## src/rtl/play_core.sv

```systemverilog
// Clip playback: fetches a length-prefixed clip from SDRAM into a small FIFO and streams it to the DAC.
// Latency: first sample valid 1 cycle after its SDRAM completion; one SDRAM request in flight at a time.
// Backpressure: reads stall while the FIFO is full or paused; output holds while play_audio_ready is low.
module play_core #(
  parameter int FIFO_DEPTH = 4,
  parameter int ADDR_W     = 23
) (
  input  logic              i_clk,
  input  logic              i_rst,
  input  logic              play_start,
  input  logic [ADDR_W-1:0] play_select,
  input  logic              play_pause,
  input  logic              play_stop,
  input  logic              play_loop,
  output logic              play_done,
  output logic              play_busy,
  output logic              play_read,
  output logic [ADDR_W-1:0] play_addr,
  input  logic [31:0]       play_readdata,
  output logic              play_write,
  output logic [31:0]       play_writedata,
  input  logic              play_sdram_finished,
  output logic [31:0]       play_audio_data,
  output logic              play_audio_valid,
  input  logic              play_audio_ready
);

  localparam int PTR_W = (FIFO_DEPTH > 1) ? $clog2(FIFO_DEPTH) : 1;
  localparam int CNT_W = PTR_W + 1;
  localparam logic [CNT_W-1:0] DEPTH_C = CNT_W'(FIFO_DEPTH);

  typedef enum logic [1:0] {
    ST_IDLE,
    ST_READ_LEN,
    ST_FETCH,
    ST_DRAIN
  } state_t;

  state_t            state_q, state_d;
  logic [ADDR_W-1:0] base_q, base_d;
  logic [ADDR_W-1:0] len_q, len_d;
  logic [ADDR_W-1:0] rem_q, rem_d;
  logic [ADDR_W-1:0] addr_q, addr_d;
  logic              read_q, read_d;
  logic              stop_pend_q, stop_pend_d;
  logic              done_q, done_d;

  logic [31:0]       fifo_mem_q [FIFO_DEPTH];
  logic [PTR_W-1:0]  wr_ptr_q, wr_ptr_d;
  logic [PTR_W-1:0]  rd_ptr_q, rd_ptr_d;
  logic [CNT_W-1:0]  count_q, count_d;

  logic              push;
  logic              pop;
  logic              flush;
  logic              end_play;

  assign play_busy        = (state_q != ST_IDLE);
  assign play_read        = read_q;
  assign play_done        = done_q;
  assign play_addr        = (state_q == ST_READ_LEN) ? base_q : addr_q;
  assign play_write       = 1'b0;
  assign play_writedata   = '0;
  assign play_audio_valid = (count_q != '0) && !play_pause && (state_q != ST_IDLE);
  assign play_audio_data  = (count_q != '0) ? fifo_mem_q[rd_ptr_q] : '0;
  assign pop              = play_audio_valid && play_audio_ready;

  // Playback sequencing: length fetch, sample prefetch, drain/loop, and stop handling.
  always_comb begin
    state_d     = state_q;
    base_d      = base_q;
    len_d       = len_q;
    rem_d       = rem_q;
    addr_d      = addr_q;
    read_d      = read_q;
    stop_pend_d = stop_pend_q;
    done_d      = 1'b0;
    push        = 1'b0;
    end_play    = 1'b0;

    if (play_stop && (state_q != ST_IDLE)) begin
      stop_pend_d = 1'b1;
    end

    case (state_q)
      ST_IDLE: begin
        // A simultaneous stop is meaningless here: the start wins.
        if (play_start) begin
          base_d      = play_select;
          read_d      = 1'b1;
          stop_pend_d = 1'b0;
          state_d     = ST_READ_LEN;
        end
      end
      ST_READ_LEN: begin
        if (play_sdram_finished) begin
          read_d = 1'b0;
          if (stop_pend_q || (play_readdata[ADDR_W-1:0] == '0)) begin
            end_play = 1'b1;
          end else begin
            len_d   = play_readdata[ADDR_W-1:0];
            rem_d   = play_readdata[ADDR_W-1:0];
            addr_d  = base_q + ADDR_W'(1);
            state_d = ST_FETCH;
          end
        end
      end
      ST_FETCH: begin
        if (read_q) begin
          if (play_sdram_finished) begin
            read_d = 1'b0;
            if (stop_pend_q) begin
              // Data returned for an aborted clip is dropped.
              end_play = 1'b1;
            end else begin
              push   = 1'b1;
              addr_d = addr_q + ADDR_W'(1);
              rem_d  = rem_q - ADDR_W'(1);
              if (rem_q == ADDR_W'(1)) begin
                state_d = ST_DRAIN;
              end
            end
          end
        end else if (stop_pend_q) begin
          end_play = 1'b1;
        end else if ((count_q < DEPTH_C) && (rem_q != '0) && !play_pause) begin
          // Issue only with a free entry so the returning push can never overflow.
          read_d = 1'b1;
        end
      end
      ST_DRAIN: begin
        if (stop_pend_q) begin
          end_play = 1'b1;
        end else if (count_q == '0) begin
          if (play_loop) begin
            addr_d  = base_q + ADDR_W'(1);
            rem_d   = len_q;
            state_d = ST_FETCH;
          end else begin
            end_play = 1'b1;
          end
        end
      end
      default: begin
        state_d = ST_IDLE;
      end
    endcase

    if (end_play) begin
      state_d     = ST_IDLE;
      done_d      = 1'b1;
      read_d      = 1'b0;
      stop_pend_d = 1'b0;
    end
  end

  assign flush = end_play;

  // FIFO pointer and occupancy update; flush on any end of playback.
  always_comb begin
    wr_ptr_d = wr_ptr_q;
    rd_ptr_d = rd_ptr_q;
    count_d  = count_q;
    if (flush) begin
      wr_ptr_d = '0;
      rd_ptr_d = '0;
      count_d  = '0;
    end else begin
      if (push) begin
        wr_ptr_d = wr_ptr_q + PTR_W'(1);
      end
      if (pop) begin
        rd_ptr_d = rd_ptr_q + PTR_W'(1);
      end
      case ({push, pop})
        2'b10:   count_d = count_q + CNT_W'(1);
        2'b01:   count_d = count_q - CNT_W'(1);
        default: count_d = count_q;
      endcase
    end
  end

  // Control and FIFO bookkeeping registers.
  always_ff @(posedge i_clk or posedge i_rst) begin
    if (i_rst) begin
      state_q     <= ST_IDLE;
      base_q      <= '0;
      len_q       <= '0;
      rem_q       <= '0;
      addr_q      <= '0;
      read_q      <= 1'b0;
      stop_pend_q <= 1'b0;
      done_q      <= 1'b0;
      wr_ptr_q    <= '0;
      rd_ptr_q    <= '0;
      count_q     <= '0;
    end else begin
      state_q     <= state_d;
      base_q      <= base_d;
      len_q       <= len_d;
      rem_q       <= rem_d;
      addr_q      <= addr_d;
      read_q      <= read_d;
      stop_pend_q <= stop_pend_d;
      done_q      <= done_d;
      wr_ptr_q    <= wr_ptr_d;
      rd_ptr_q    <= rd_ptr_d;
      count_q     <= count_d;
    end
  end

  // Sample storage; contents are only meaningful below count_q.
  always_ff @(posedge i_clk) begin
    if (push) begin
      fifo_mem_q[wr_ptr_q] <= play_readdata;
    end
  end

endmodule

```

## config.mk

```make
export PLATFORM = sky130hd
export DESIGN_NAME = play_core
export DESIGN_NICKNAME = d
export VERILOG_FILES = /design/src/rtl/play_core.sv
export SDC_FILE = /design/constraint.sdc
export NUM_CORES = 1
export LEC_CHECK = 0
export CAP_MARGIN = 10
export CORE_MARGIN = 2
export CORE_UTILIZATION = 35
export DETAILED_ROUTE_END_ITERATION = 7
export PLACE_DENSITY = 0.66
export SETUP_SLACK_MARGIN = 0.15
export SYNTH_ARGS = -nofsm -noshare
export SYNTH_HDL_FRONTEND = slang
export SYNTH_SLANG_ARGS = --single-unit
```

## constraint.sdc

```tcl
create_clock -name i_clk -period 3.52 [get_ports i_clk]
set_input_delay 0.704 -clock i_clk [delete_from_list [all_inputs] [get_ports i_clk]]
set_output_delay 0.704 -clock i_clk [all_outputs]
set_load 0.05 [all_outputs]
```

==> flow_summary.json <==
{
  "status": "completed",
  "internal_power_mw": 7.745,
  "cts_tree": "done",
  "cp_cell_sequence": "mux4_2 -> nor2b_1 -> clkdlybuf4s50_1",
  "clk_pin_slew_ns": 0.06,
  "rr_startpoint": "state_q[0]",
  "yosysUniqueCellTypes": 63,
  "fin_nets": 1168,
  "core_region_area_um2": 31720,
  "place_hpwl_um": 18220,
  "drtPass1Iterations": 5,
  "synth_area_um2": 11320,
  "power_frac_seq": 0.311,
  "finalHoldViolations": 0,
  "ir_worst_vdd_v": 0.0008006,
  "track_usage": 0.1609,
  "grt_max_degree": 50,
  "r2r_cells": 7,
  "avgViaCountPerCell": 5.209,
  "mostFrequentLayoutCell": "nand2_1",
  "cts.sinks": 232,
  "cap_violations": 0,
  "yosysSeqAreaShare": 0.5694,
  "clk_latency_ns": 0.53,
  "io_pins": 155,
  "vias": 7902,
  "min_from": "len_q[15]",
  "clockRootBuffer": "clkbuf_16",
  "drt_wl_total_um": 26880,
  "final_area_um2": 14110,
  "hold_path_depth": 1,
  "place_area_um2": 13280,
  "drive_gt1_frac": 0.2009,
  "rsz0062_at_grt": "false",
  "num_rows": 65,
  "die_h_um": 183.9,
  "die_w_um": 183.9,
  "min_path_type": "reg2reg",
  "fillCellCount": 2910,
  "yosys_most_used_dff": "edfxtp_1",
  "hold_buffers": 0,
  "fp.dieArea_um2": 33800,
  "drtIter0Drc": 679,
  "cp-start-kind": "flop",
  "synth-edff-count": 128,
  "ant_nets": 0,
  "drc_errors": 0,
  "antenna_cells": 0,
  "p_clk_frac": 0.193,
  "r2r_slack_ns": 0.48,
  "yosysWarnings": 0,
  "area_delta_synth_final_pct": 24.68,
  "critPathCaptureType": "primary output",
  "power.switching_mw": 5.585,
  "max_stage_delay_ns": 0.72,
  "grt-ovfl-total": 0,
  "switching_share": 0.4190,
  "fin_crit_sh": 0.9203,
  "report.final.slew_viol_count": 0,
  "place.gp.congestion": 0.8236,
  "grt_pass1_vias": 7839,
  "cts_buffers": 25,
  "worstPathRequired_ns": 2.82,
  "tightest_slew_ns": 0.8176,
  "initial_core_util": 0.3569,
  "power.density_nw_per_um2": 944.4,
  "seq_area_um2": 6450,
  "min_period_ns": 3.239,
  "max-slew-margin-rel": 0.4538,
  "r2r_end": "addr_q[22]",
  "p_comb_frac": 0.496,
  "cts.htree.levels": 1,
  "avgSynthCellArea_um2": 11.79,
  "syn_inst": 960,
  "cp_max_fo": 14,
  "grt_pass1_wl_um": 43260,
  "post_drt_wl_per_cell_um": 17.72,
  "layout_common_cells": "nand2_1 (132), edfxtp_1 (128), dfrtp_1 (103)",
  "max_freq_mhz": 308.7,
  "crit_path_top_delay_cell": "clkdlybuf4s50_1",
  "multi_input_area_um2": 4471,
  "setup_viol": 0,
  "finalSetupTns_ns": 0,
  "finalClockSkew_ns": 0.008224,
  "cts.path.max_buffers": 3,
  "leakagePower_nw": 5.378,
  "antenna_found_initial": 0,
  "whs_endpoint": "len_q[15]",
  "portBuffers": 121,
  "arrival_ns": 2.54,
  "yosys_register_bits": 232,
  "synth-async-reset-ratio": 0.4483,
  "critPathKind": "reg2out"
}
==> worst max-delay path by stage <==
stage                            from                  to  slack, ns  cells past startpoint
detailed placement  play_readdata[16]          addr_q[13]       0.28                      9
finish                    rd_ptr_q[0]  play_audio_data[0]       0.28                      3
global route               count_q[0]  play_audio_data[0]       0.17                      4
floorplan                  state_q[0]          addr_q[22]       0.31                     13
global placement    play_readdata[16]          addr_q[13]       0.37                      9
CTS                        state_q[0]       play_addr[15]       0.20                      7
==> logic make-up (layout without fill, tap and decap cells) <==
kind of cell,Yosys count,count (layout),share of synthesized area
compound gates,174,174,0.09594
buf+inv,108,231,0.04774
simple gates,320,320,0.1347
other cells,1,33,0.0003312
xor+xnor,15,15,0.01161
mux,102,102,0.1307
fa+ha+maj,8,8,0.009505
flops,232,232,0.5694
==> flip-flops by register name (all words and copies together), names as in the netlist, 3 cells and up <==
| register | flops |
|---|---|
| rem_q | 23 |
| fifo_mem_q | 128 |
| len_q | 23 |
| count_q | 3 |
| base_q | 23 |
| addr_q | 23 |
==> per-layer routing <==
metal / wire [µm] / global-route usage / part of all wire
met1: 12320 / 0.2257 / 0.46
met2: 12700 / 0.2670 / 0.47
met3: 1463 / 0.02536 / 0.054
met4: 395 / 0.02848 / 0.015
met5: 0 / 0 / 0
==> critical path, delay by kind of cell (launching register included) <==
kind,cells,cell delay [ns]
simple gates,1,0.15
buf+inv,1,0.72
mux,1,0.53
flops,1,0.59
==> cell usage after synthesis (8+ instances only) <==
library cell	n	area [µm²]
nand2_1	132	495.5
edfxtp_1	128	3844
dfrtp_1	104	2603
o21ai_0	62	310.3
nor2_1	58	217.7
mux2_2	47	529.3
a21oi_1	45	225.2
clkbuf_1	43	161.4
nor2b_1	34	212.7
buf_4	33	247.7
mux4_2	32	720.7
mux2i_1	23	230.2
nor3_1	19	95.09
inv_1	18	67.56
nor4_1	15	93.84
nand3_1	14	70.07
buf_1	10	37.54
or3_1	9	56.30
o32ai_1	8	70.07
xor2_1	8	70.07
==> power by group through the flow <==
stage          Sequential (mW)  Combinational, mW  Clock (mW)
6_report                  4.15               6.61        2.57
5_1_grt                   4.25               7.17        2.75
4_1_cts                   4.13               6.66        2.63
3_5_place_dp              4.17               6.62           0
3_3_place_gp              4.15               6.55           0
2_1_floorplan             3.98               4.44           0
==> area by class of cell <==
type,count,share of cell area
timing repair buffer,168,0.1275
multi-input combinational,652,0.3167
sequential,232,0.4570
tap,402,0.03564
clock buffer,40,0.05540
clock inverter,5,0.002748
inverter,18,0.005053
==> repair_timing <==
action | 4_1_cts | 5_1_grt
setup buffers | 0 | 0
gates resized for setup | 1 | 3
setup endpoints to repair | 1 | 12
gates cloned | 0 | 0
==> stage by stage <==
stage	setup slack (ns)	cells	power, mW	util	hold WS [ns]
floorplan	0.3126	992	8.420	-	0.4417
detailed placement	0.2827	1472	10.80	0.4187	0.4849
finish	0.2806	1517	13.33	0.4450	0.5037
global placement	0.3651	1472	10.70	0.4187	0.4612
global route	0.1666	1517	14.17	0.4450	0.5196
CTS	0.2004	1517	13.42	0.4446	0.5020
Power figures use the tool's default switching activity.
